File: config.mk
export PLATFORM = sky130hd
export DESIGN_NAME = regfile_mp
export DESIGN_NICKNAME = d
export VERILOG_FILES = /design/src/rtl/regfile_mp.sv
export SDC_FILE = /design/constraint.sdc
export NUM_CORES = 2
export LEC_CHECK = 0
export CORE_UTILIZATION = 25
export CTS_CLUSTER_SIZE = 20
export DETAILED_ROUTE_END_ITERATION = 6
export SETUP_SLACK_MARGIN = 0.1
export SLEW_MARGIN = 5
export SYNTH_ARGS = -nofsm -noshare
export SYNTH_HDL_FRONTEND = slang
export SYNTH_SLANG_ARGS = --single-unit
File: constraint.sdc
create_clock -name clk -period 3.5 [get_ports clk]
set_input_delay 0.35 -clock clk [delete_from_list [all_inputs] [get_ports clk]]
set_output_delay 0.35 -clock clk [all_outputs]
set_load 0.03 [all_outputs]
File: src/rtl/regfile_mp.sv
// Multi-ported register file with per-register pending (scoreboard) bits.
// x0 is hardwired to zero and is never pending.
// Optional macro REGFILE_MP_BYPASS_EN: forward same-cycle write data to matching read ports.
module regfile_mp #(
  parameter int unsigned DATA_WIDTH  = 32,
  parameter int unsigned ADDR_WIDTH  = 5,
  parameter int unsigned READ_PORTS  = 2,
  parameter int unsigned WRITE_PORTS = 2
) (
  input  logic                                   clk,
  input  logic                                   sync_rst,
  input  logic [WRITE_PORTS-1:0]                 write_enable,
  input  logic [WRITE_PORTS-1:0][ADDR_WIDTH-1:0] write_addr,
  input  logic [WRITE_PORTS-1:0][DATA_WIDTH-1:0] write_data,
  input  logic                                   issue_valid,
  input  logic [ADDR_WIDTH-1:0]                  issue_addr,
  input  logic [READ_PORTS-1:0][ADDR_WIDTH-1:0]  read_addr,
  output logic [READ_PORTS-1:0][DATA_WIDTH-1:0]  read_data,
  output logic [READ_PORTS-1:0]                  read_ready,
  output logic                                   any_busy
);

  localparam int unsigned NumRegs = 2 ** ADDR_WIDTH;

  // Storage starts at index 1; x0 has no flop behind it.
  logic [DATA_WIDTH-1:0] regs_q [1:NumRegs-1];
  logic [NumRegs-1:1]    pend_q;
  logic [NumRegs-1:1]    pend_d;

  // Register writes; later ports overwrite earlier ones so the highest port wins.
  always_ff @(posedge clk) begin
    if (sync_rst) begin
      for (int unsigned i = 1; i < NumRegs; i++) begin
        regs_q[i] <= '0;
      end
    end else begin
      for (int unsigned p = 0; p < WRITE_PORTS; p++) begin
        if (write_enable[p] && (write_addr[p] != '0)) begin
          regs_q[write_addr[p]] <= write_data[p];
        end
      end
    end
  end

  // Pending next state: writes clear, an issue sets afterwards (a new producer wins).
  always_comb begin
    pend_d = pend_q;
    for (int unsigned i = 1; i < NumRegs; i++) begin
      for (int unsigned p = 0; p < WRITE_PORTS; p++) begin
        if (write_enable[p] && (write_addr[p] == ADDR_WIDTH'(i))) begin
          pend_d[i] = 1'b0;
        end
      end
      if (issue_valid && (issue_addr == ADDR_WIDTH'(i))) begin
        pend_d[i] = 1'b1;
      end
    end
  end

  // Pending bits; reset discards every in-flight producer.
  always_ff @(posedge clk) begin
    if (sync_rst) begin
      pend_q <= '0;
    end else begin
      pend_q <= pend_d;
    end
  end

  // Combinational read ports with optional same-cycle forwarding.
  always_comb begin
    read_data  = '0;
    read_ready = '1;
    for (int unsigned r = 0; r < READ_PORTS; r++) begin
      if (read_addr[r] != '0) begin
        read_data[r]  = regs_q[read_addr[r]];
        read_ready[r] = ~pend_q[read_addr[r]];
`ifdef REGFILE_MP_BYPASS_EN
        if (!sync_rst) begin
          for (int unsigned p = 0; p < WRITE_PORTS; p++) begin
            if (write_enable[p] && (write_addr[p] == read_addr[r])) begin
              read_data[r]  = write_data[p];
              read_ready[r] = 1'b1;
            end
          end
        end
`endif
      end
    end
  end

  // Busy flag is a pure function of registered state.
  always_comb begin
    any_busy = |pend_q;
  end

endmodule

---- Word-level counts from Yosys, hierarchy flattened ----
Memory sizes are Yosys's and may differ from the RTL's.
Cells that the tools add are included.
operators by class
  equal/unequal tests ..................... 93
  bitwise logic cells ..................... 2
  reduce and logical (&&, ||, !) cells .... 133
  muxes and demuxes ....................... 115
  magnitude comparators ................... 2
operators by type and width
  operator            count
  $eq 5x5->1 const B  48
  $mux 32             4
  $eq 5x4->1 const B  24
  $mux 1              107
  $logic_and 1x1->1   95
  $reduce_bool 3->1   31
  $reduce_or 32->1    2
  $eq 5x3->1 const B  12
  $reduce_or 31->1    1
  $eq 5x2->1 const B  6
  $reduce_bool 5->1   4
  $eq 5x1->1 const B  3
  $lt 5x6->1 const B  2
  $bmux 1 s5          2
  $mux 5              2
  $not 1->1           2
word-level totals
  bits in registers ....................... 31
  word-level logic and storage cells ...... 377
  RAM bits ................................ 992
  output and inout bits ................... 67
  memories kept ........................... 1
  input bits .............................. 94
memories
  memory  depth  width  rd ports  clocked after memory_dff  wr ports  RTL line  RTL
  regs_q  31     32     2         0                         31        26        logic [DATA_WIDTH-1:0] regs_q [1:NumRegs-1];

---- Depth between registers and ports, before layout ----
  depth after elaboration ................. 7
  depth in mapped cells ................... 8
  depth with buffers taken out ............ 4

---- Worst setup path after synthesis ----
No wires, ideal clock.
  path kind ............................... input -> register
  start point ............................. input port sync_rst
  end point ............................... memory regs_q[24][0] (enable)
  data required time ...................... 3.034 ns
  path slack .............................. -0.230 ns
  library setup time ...................... 0.466 ns
  arrival ................................. 3.264 ns
  stages .................................. 4
  path buffers ............................ 1
  cells stage by stage .................... buf_2 > and3b_1 > nand2_1 > o21ai_0
RTL lines
  what             RTL line  RTL
  start, declared  11        input logic sync_rst,
  end, declared    26

==> flow_summary.toml <==
[detailed_routing]
vias_per_cell = 6.258
dr.pass1.iters = 6
antenna_left = 0
drtIter0Drc = 7962
wl_per_cell_um = 35.38
wirelength_um = 266900
drc = 0
vias = 47221

[floorplan]
floorplan.initialDensity_pct = 25.19
die_area_mm2 = 0.2448
die_h_um = 494.7
rows = 180
core_area_mm2 = 0.2410
ios = 161
die_w_um = 494.7

[sta]
tightest_slew_ns = 1.402
setup_slack_ns = 0.07556
rsz0062_at_grt = "false"
hold_viol = 0
timing.fmax_mhz = 292.0
report.final.slew_viol_count = 0
period_needed_ns = 3.424
finalSetupViolations = 0
fin_crit_sh_pct = 97.84
max-slew-margin-rel_pct = 6.214
skew_ns = 0

[yosys]
syn_area_per_cell_um2 = 14.47
ys_seq_area_share_pct = 51.68
synth_area_leaders = "edfxtp_1, mux4_2, a22o_1"
yosys.area.top_type_share_pct = 50.66
synth_edf_count = 1024
netlist_instances = 4194
ys_seq_elements = 1055
syn_area_mm2 = 0.06070
synth_top_area_cell = "edfxtp_1"
synth_top_flop_cell = "edfxtp_1"
yosys_warnings = 0
synth_cell_types = 63
synthArstFlopShare_pct = 0

[pwr]
switching_share_pct = 27.56
seq_power_share_pct = 45.7
p_switching_mw = 9.063
pwr_density_cell_mw_per_mm2 = 452.2
p_leak_nw = 23.97
p_comb_share_pct = 16.5
internal_power_mw = 23.82
pwr-share-clk_pct = 37.9
peakVddDrop_mv = 0.4075

[finish]
fill_cells = 23693
final_util_pct = 30.18
final_nets = 4354
final_cells = 7546
final_cell_area_mm2 = 0.07272
syn2layout_area_growth_pct = 19.80
layout-drive-gt1-share_pct = 29.82

[clock_tree]
cts.sinks = 1055
clk_latency_ns = 0.79
clk_path_buf_depth = 3
cts_tree = "yes"
cts_root_buf = "clkbuf_16"
clk_pin_slew_ns = 0.06
htreeDepth = 3
cts_buffers = 117

[worst_setup_path]
crit_path_cell_trace = "buf_2 > nor2b_4 > buf_4 > a22oi_1 > a311oi_1 > buf_4 > buf_12"
path_max_fanout = 12
crit_type = "primary input to output pin"
worst_path_max_delay_cell = "a311oi_1"
critical_path.max_stage_delay_ns = 0.67
cp_data_arrival_time_ns = 3.07
worst_path_most_repeated_cell = "buf_4"
cp.required_ns = 3.15
worst_setup_path_end_kind = "output pin"
critPathLaunchType = "primary input"

[placement]
dpl.cell_count = 7326
place.gp.congestion = 0.9141
placed_area_mm2 = 0.06888
hpwl_um = 165000
port_buffers = 160
place_ws_ns = 0.05316

[grt]
overflow = 0
grt_usage_pct = 21.16
antenna_found_initial = 27
grt_pass1_wl_um = 366800
grt_max_degree = 64
grt_pass1_vias = 46203

[outcome]
status = "finished clean"

[flow_run]
drv_cap = 0

[min_path]
min_path_type = "primary input to flop"
## power groups by stage
stage / Combinational (mW) / Sequential (mW) / Clock (mW)
2_1_floorplan: 2.79 / 15.1 / 0
3_3_place_gp: 5.28 / 15.2 / 0
3_5_place_dp: 5.32 / 15.2 / 0
4_1_cts: 5.34 / 15.0 / 12.5
5_1_grt: 5.54 / 15.1 / 12.9
6_report: 5.42 / 15.0 / 12.5
## kinds of logic after synthesis
group                  synth area share [%]
AO/OA/AOI/OAI                         19.55
buffers and inverters                 4.603
flip-flops                            51.68
multiplexers                          20.51
other                              0.006178
AND/OR/NAND/NOR                       3.653
## per-layer routing
layer | vias to the layer above | wire [um] | track usage, %
met5 | - | 310 | 0.4892
met4 | 29 | 19770 | 13.90
met3 | 939 | 37050 | 6.615
met2 | 4155 | 115400 | 31.41
met1 | 24212 | 94470 | 26.40
li1 | 17886 | - | -
## cell usage in the layout, fill, tap and decap left out, types with 29 or more instances in the layout
cell type	count
a211oi_1	64
conb_1	32
buf_12	141
buf_4	338
a22oi_1	90
edfxtp_1	1024
clkbuf_16	117
nor2_1	56
mux2i_1	130
clkinv_1	34
a221oi_1	47
clkdlybuf4s50_1	78
nor2b_1	75
dfxtp_1	31
mux4_2	462
a311oi_1	57
o21ai_0	117
nor2_4	29
nand2_1	76
a22o_1	992
mux2_2	66
## area by class of cell
| type | count | area [um2] | area share, % |
|---|---|---|---|
| multi-input combinational | 2506 | 27270 | 37.50 |
| sequential | 1055 | 31370 | 43.14 |
| timing repair buffer | 573 | 6274 | 8.627 |
| tap | 3185 | 3985 | 5.480 |
| clock buffer | 139 | 3030 | 4.167 |
| antenna | 5 | 12.51 | 0.01721 |
| clock inverter | 76 | 745.7 | 1.026 |
| inverter | 7 | 30.03 | 0.04130 |
## synth_stat cells (all sizes together), types with 28 or more instances
| cell | instances |
|---|---|
| edfxtp | 1024 |
| a22o | 992 |
| mux4 | 462 |
| clkbuf | 428 |
| buf | 229 |
| o21ai | 133 |
| mux2i | 130 |
| a22oi | 90 |
| nor2 | 85 |
| nor2b | 80 |
| nand2 | 78 |
| mux2 | 66 |
| a211oi | 64 |
| a311oi | 64 |
| a221oi | 47 |
| dfxtp | 31 |
| nor3 | 28 |
## worst max-delay path: cells and delay by family
kind            cells  cell delay [ns]
buf+inv             4             1.26
compound gates      2             0.81
simple gates        1             0.62
## worst paths after layout
kind,startpoint,to,slack (ns),cells past startpoint
setup reg to reg,pend_q[6],pend_q[6],2.73,2
hold / removal,sync_rst,pend_q[26],0.12,3
hold reg to reg,pend_q[16],pend_q[16],0.50,2
setup / recovery,read_addr[8],read_data[61],0.08,7
## through the flow
| stage | setup TNS, ns | power (mW) | hold slack [ns] |
|---|---|---|---|
| global route | 0 | 33.50 | 0.1470 |
| detailed placement | 0 | 20.56 | 0.4900 |
| global placement | 0 | 20.46 | 0.4885 |
| floorplan | -29.46 | 17.88 | 0.4628 |
| finish | 0 | 32.88 | 0.1241 |
| CTS | 0 | 32.79 | 0.08680 |
## flip-flops by register name (all words and copies together) (netlist names)
signal,count
regs_q,1024
pend_q,31
## timing repair
action | CTS | global route
setup buffers | 0 | 0
hold endpoints to repair | 0 | 0
hold buffers | 0 | 0
endpoints found under the setup margin | 4 | 4
pin swaps | 0 | 0
gates resized for setup | 4 | 4
Power figures use the tool's default switching activity.
